<file path="src/rtl/if_stage_pkg.sv">
// Shared definitions for the instruction-fetch stage:
// FSM state encodings, the NOP word and the PC increment helper.
package if_stage_pkg;

    typedef enum logic [1:0] {
        IF_REQ  = 2'd0,
        IF_WAIT = 2'd1,
        IF_DROP = 2'd2
    } if_state_e;

    localparam logic [31:0] NOP_INSTR = 32'h0000_0000;

    function automatic logic [31:0] pc_plus4(input logic [31:0] p);
        return p + 32'd4;
    endfunction

endpackage

</file>
<file path="src/rtl/ifid_reg.sv">
// IF/ID pipeline register with load / hold / clear controls.
// pc4 is registered at load time so it follows the reset value of 0.
module ifid_reg #(
    parameter logic [31:0] NOP = 32'h0000_0000
) (
    input  logic        clk,
    input  logic        rst,
    input  logic        load,
    input  logic        clear,
    input  logic [31:0] ld_pc,
    input  logic [31:0] ld_instr,
    output logic        valid,
    output logic [31:0] pc,
    output logic [31:0] pc4,
    output logic [31:0] instr
);
    import if_stage_pkg::*;

    logic        valid_d, valid_q;
    logic [31:0] pc_d, pc_q;
    logic [31:0] pc4_d, pc4_q;
    logic [31:0] instr_d, instr_q;

    always_comb begin
        valid_d = valid_q;
        pc_d    = pc_q;
        pc4_d   = pc4_q;
        instr_d = instr_q;
        if (load) begin
            valid_d = 1'b1;
            pc_d    = ld_pc;
            pc4_d   = pc_plus4(ld_pc);
            instr_d = ld_instr;
        end else if (clear) begin
            valid_d = 1'b0;
            instr_d = NOP;
        end
    end

    always_ff @(posedge clk or negedge rst) begin
        if (!rst) begin
            valid_q <= 1'b0;
            pc_q    <= 32'h0;
            pc4_q   <= 32'h0;
            instr_q <= NOP;
        end else begin
            valid_q <= valid_d;
            pc_q    <= pc_d;
            pc4_q   <= pc4_d;
            instr_q <= instr_d;
        end
    end

    assign valid = valid_q;
    assign pc    = pc_q;
    assign pc4   = pc4_q;
    assign instr = instr_q;

endmodule

</file>
<file path="src/rtl/if_stage.sv">
// Instruction fetch: one outstanding imem request, one-entry skid
// buffer for decode back-pressure, squash of in-flight fetches on flush.
module if_stage #(
    parameter logic [31:0] NOP_INSTR = if_stage_pkg::NOP_INSTR
) (
    input  logic        clk,
    input  logic        rst,
    input  logic [31:0] pc,
    output logic        pc_stall,
    output logic        imem_req,
    output logic [31:0] imem_addr,
    input  logic        imem_gnt,
    input  logic        imem_rvalid,
    input  logic [31:0] imem_rdata,
    input  logic        id_stall,
    input  logic        flush,
    output logic        ifid_valid,
    output logic [31:0] ifid_pc,
    output logic [31:0] ifid_pc4,
    output logic [31:0] ifid_instr
);
    import if_stage_pkg::*;

    if_state_e   state_d, state_q;
    logic [31:0] req_pc_d, req_pc_q;
    logic        buf_valid_d, buf_valid_q;
    logic [31:0] buf_pc_d, buf_pc_q;
    logic [31:0] buf_instr_d, buf_instr_q;

    logic        accept;
    logic        rsp;
    logic        can_accept;
    logic        ld;
    logic        clr;
    logic [31:0] ld_pc;
    logic [31:0] ld_instr;

    // State register
    always_ff @(posedge clk or negedge rst) begin
        if (!rst) begin
            state_q     <= IF_REQ;
            req_pc_q    <= 32'h0;
            buf_valid_q <= 1'b0;
            buf_pc_q    <= 32'h0;
            buf_instr_q <= NOP_INSTR;
        end else begin
            state_q     <= state_d;
            req_pc_q    <= req_pc_d;
            buf_valid_q <= buf_valid_d;
            buf_pc_q    <= buf_pc_d;
            buf_instr_q <= buf_instr_d;
        end
    end

    // Outputs; gated by rst so reset values appear without a clock edge
    always_comb begin
        imem_req  = rst && (state_q == IF_REQ) && !buf_valid_q && !flush;
        imem_addr = pc;
        accept    = imem_req && imem_gnt;
        pc_stall  = !(rst && (flush || accept));
    end

    // Next state
    always_comb begin
        state_d = state_q;
        unique case (state_q)
            IF_REQ: begin
                if (accept) state_d = IF_WAIT;
            end
            IF_WAIT: begin
                if (imem_rvalid) state_d = IF_REQ;
                else if (flush)  state_d = IF_DROP;
            end
            IF_DROP: begin
                if (imem_rvalid) state_d = IF_REQ;
            end
            default: state_d = IF_REQ;
        endcase
    end

    // Delivery, skid buffer and IF/ID control
    always_comb begin
        rsp         = (state_q == IF_WAIT) && imem_rvalid;
        can_accept  = !id_stall || !ifid_valid;
        req_pc_d    = accept ? pc : req_pc_q;
        buf_valid_d = buf_valid_q;
        buf_pc_d    = buf_pc_q;
        buf_instr_d = buf_instr_q;
        ld          = 1'b0;
        clr         = 1'b0;
        ld_pc       = buf_pc_q;
        ld_instr    = buf_instr_q;
        if (flush) begin
            clr         = 1'b1;
            buf_valid_d = 1'b0;
        end else if (rsp) begin
            if (can_accept) begin
                ld       = 1'b1;
                ld_pc    = req_pc_q;
                ld_instr = imem_rdata;
            end else begin
                buf_valid_d = 1'b1;
                buf_pc_d    = req_pc_q;
                buf_instr_d = imem_rdata;
            end
        end else if (buf_valid_q && !id_stall) begin
            ld          = 1'b1;
            buf_valid_d = 1'b0;
        end else if (!id_stall) begin
            clr = 1'b1;
        end
    end

    ifid_reg #(
        .NOP(NOP_INSTR)
    ) u_ifid (
        .clk      (clk),
        .rst      (rst),
        .load     (ld),
        .clear    (clr),
        .ld_pc    (ld_pc),
        .ld_instr (ld_instr),
        .valid    (ifid_valid),
        .pc       (ifid_pc),
        .pc4      (ifid_pc4),
        .instr    (ifid_instr)
    );

endmodule

</file>
<file path="config.mk">
export PLATFORM = sky130hd
export DESIGN_NAME = if_stage
export DESIGN_NICKNAME = d
export VERILOG_FILES = /design/src/rtl/if_stage_pkg.sv /design/src/rtl/ifid_reg.sv /design/src/rtl/if_stage.sv
export SDC_FILE = /design/constraint.sdc
export NUM_CORES = 1
export LEC_CHECK = 0
export ABC_AREA = 1
export BUFFER_PORTS_ARGS = -buffer_cell sky130_fd_sc_hd__buf_4
export CORE_ASPECT_RATIO = 0.75
export CORE_MARGIN = 2
export CORE_UTILIZATION = 40
export DETAILED_ROUTE_END_ITERATION = 10
export PLACE_DENSITY_LB_ADDON = 0.12
export RECOVER_POWER = 100
export SLEW_MARGIN = 40
export SYNTH_ARGS = -nofsm -noshare
export SYNTH_HDL_FRONTEND = slang
export SYNTH_SLANG_ARGS = --single-unit
</file>
<file path="constraint.sdc">
create_clock -name clk -period 2.6 [get_ports clk]
set_clock_uncertainty 0.2 [all_clocks]
set_input_delay 0.13 -clock clk [delete_from_list [all_inputs] [get_ports clk]]
set_output_delay 0.13 -clock clk [all_outputs]
set_load 0.01 [all_outputs]
</file>
==> run_results.csv <==
group,metric,value,unit
place,port_buffers,200,
cells_and_area,drive_above_1_share,0.150,
die,core,22900,um^2
place,placed_cells,1585,
synthesis,async_flop_share,1.00,
timing,final_hold_viol_count,0,
clock_tree,cts_buffers,17,
worst_setup_path,slowest_stage,"dlygate4sd3_1",
die,io_pins,201,
place,dpl_worst_slack,0.0508,ns
die,initial_core_util,0.405,
timing,maxSlewHeadroom,-0.0189,
min_path,hp-class,"in -> reg",
place,place_hpwl,17400,um
run,max-cap-violations,1,
global_route,antenna_found_initial,0,
timing,setup_viol,0,
global_route,grt.overflow.total,0,
min_path,hold_path_depth,5,
synthesis,synth_area,9260,um^2
synthesis,ys_seq_elements,194,
timing,timing.setup.tns,0,ns
worst_setup_path,crit_arrival,2.58,ns
synthesis,ys.warnings.count,0,
cells_and_area,area_growth,29.9,%
cells_and_area,num-nets-final,1452,
clock_tree,cts_root_buffer,"clkbuf_16",
timing,setup_ws,0.128,ns
worst_setup_path,crit_fanout,16,
clock_tree,clock_latency,0.43,ns
timing,fin_crit_sh,0.951,
synthesis,synth_area_leaders,"dfrtp_1 (52%), nand2_1 (11%), o21ai_0 (8.1%), inv_1 (5.0%), nor2_1 (4.1%)",
cells_and_area,n_fill_cell,2267,
die,num_rows,48,
synthesis,synth_area_per_cell,8.09,um^2
synthesis,yosys.area.top_type,"dfrtp_1",
synthesis,synthTopCellsByCount,"nand2_1 (282), dfrtp_1 (194), o21ai_0 (150)",
detailed_routing,drc_errors,0,
synthesis,ys_types,39,
status,violations,"capacitance limit, slew limit",
clock_tree,tritoncts,"built",
synthesis,synth-edff-count,0,
place,gp_congestion,0.880,
cells_and_area,antenna_cells,0,
synthesis,syn_nets,1215,
global_route,grt_pass1_vias,7653,
timing,fmaxAchievable,405,MHz
timing,rsz0062_at_grt,"true",
worst_setup_path,criticalPathCategory,"in -> reg",
global_route,grt_max_degree,66,
status,status,"complete, but fails checks",
detailed_routing,drt-vias-per-instance,4.79,
worst_setup_path,r2r_cells,14,
clock_tree,cts.clk_slew.worst_paths,0.07,ns
cells_and_area,fin_cells,1693,
die,dieArea,24400,um^2
worst_setup_path,endpoint_kind,"flop",
power,p_leak,5.71,nW
timing,min_period,2.47,ns
detailed_routing,num_vias,8111,
synthesis,synthCells,1144,
timing,max_slew.worst_pin.slew,1.53,ns
worst_setup_path,critPathRequiredTime,2.71,ns
power,vdd_ir_drop_max,0.000484,V
worst_setup_path,path_cells,"dlygate4sd3_1 > buf_4 > inv_2 > nand2_4 > nor2_8 > buf_4 > buf_8 > nand2_2 > nand2_2 > nand2_2 > nor2_4 > nand3_4 > nor2_1 > nand2_1 > nand2_1 > nand3_1",
synthesis,post-synth-top-count-cell,"nand2_1",
global_route,grt_usage,0.209,
clock_tree,cts.sinks,194,
detailed_routing,drt_iter0_markers,503,
synthesis,ys_seq_area_frac,0.524,
synthesis,synth_top_area_frac,0.524,
detailed_routing,firstDrtPassIters,5,
detailed_routing,routedWlPerCell,14.9,um
die,die_w,180,um
clock_tree,htreeDepth,4,
clock_tree,clockBufferDepth,2,
detailed_routing,drt_wl_total,25300,um
detailed_routing,antenna_left,0,
synthesis,synth_ff_type,"dfrtp_1",
worst_setup_path,startpoint_type,"input pin",
worst_setup_path,crit_top_cell,"nand2_2",
worst_setup_path,cp_slowest_stage_delay,0.56,ns
timing,drv_slew,61,
global_route,grt_pass1_wl,40600,um
power,power.density,771,nW/um^2
die,die_y,136,um
power,power,9.28,mW
## repair_timing
| action | 4_1_cts | 5_1_grt |
|---|---|---|
| resized for setup | 0 | 21 |
| buffers inserted | 0 | 3 |
| hold buffers | 73 | 0 |
| hold endpoints to repair | 295 | 0 |
| setup endpoints to repair | 0 | 18 |
## power breakdown
| group | switching (mW) | internal, mW |
|---|---|---|
| clock network | 1.19 | 1.84 |
| logic | 1.31 | 0.822 |
| registers | 0.390 | 3.73 |
## layout make-up
class,instances,area (um^2),area share
Sequential cell,194,4860,0.404
Multi-Input combinational cell,729,3460,0.288
Timing Repair Buffer,307,2160,0.180
Inverter,131,500,0.0416
Clock buffer,20,447,0.0371
Tap cell,300,375,0.0312
Clock inverter,11,221,0.0184
Timing Repair inverter,1,5.00,0.000416
## placed cells by master, fill, tap and decap left out, drive strengths merged, types with 2 or more instances in the layout
master       count
nand2          300
dfrtp          194
o21ai          165
clkbuf         154
inv            131
nor2           116
buf            101
dlygate4sd3     72
a21oi           50
nand3           49
nor3            21
nand4            7
o221ai           6
bufinv           6
a31oi            4
clkinvlp         4
clkinv           2
o211ai           2
a211oi           2
## stage by stage
step	instance area (um^2)	utilization	hold slack (ns)
after floorplan	9260	-	-0.366
after global placement	10900	0.478	-0.184
after detailed placement	11000	0.479	-0.182
after CTS	12400	0.540	0.0541
after global routing	12000	0.526	0.109
final	12000	0.526	0.0694
## layer usage
metal / GRT usage / wire length (um)
met1: 0.304 / 12800
met2: 0.322 / 11100
met3: 0.0366 / 1090
met4: 0.0547 / 329
met5: 0 / 0
## kinds of logic after synthesis
group           share of synthesized area
buf+inv                             0.111
compound gates                      0.132
xor+xnor                         0.000946
simple gates                        0.231
fa+ha+maj                         0.00135
flops                               0.524
## registers in the layout, indices dropped and copies added (netlist names)
register / count
buf_instr_q: 32
u_ifid.pc4: 32
req_pc_q: 32
u_ifid.valid: 1
buf_pc_q: 32
u_ifid.pc: 30
state_q: 2
u_ifid.instr: 32
buf_valid_q: 1
## worst max-delay path, delay by kind of cell
family,cells,cell delay [ns]
AND/OR/NAND/NOR,11,1.34
buffers and inverters,5,1.12
## final timing paths
kind	start	to	slack [ns]
hold / removal	id_stall	buf_valid_q	0.07
min in group asynchronous	rst	u_ifid.instr[26]	0.45
setup reg to reg	state_q[1]	u_ifid.pc4[31]	0.15
hold reg to reg	buf_pc_q[5]	buf_pc_q[5]	0.28
setup / recovery	flush	u_ifid.pc4[31]	0.13
max in group asynchronous	rst	req_pc_q[0]	0.67
Power figures use the tool's default switching activity.
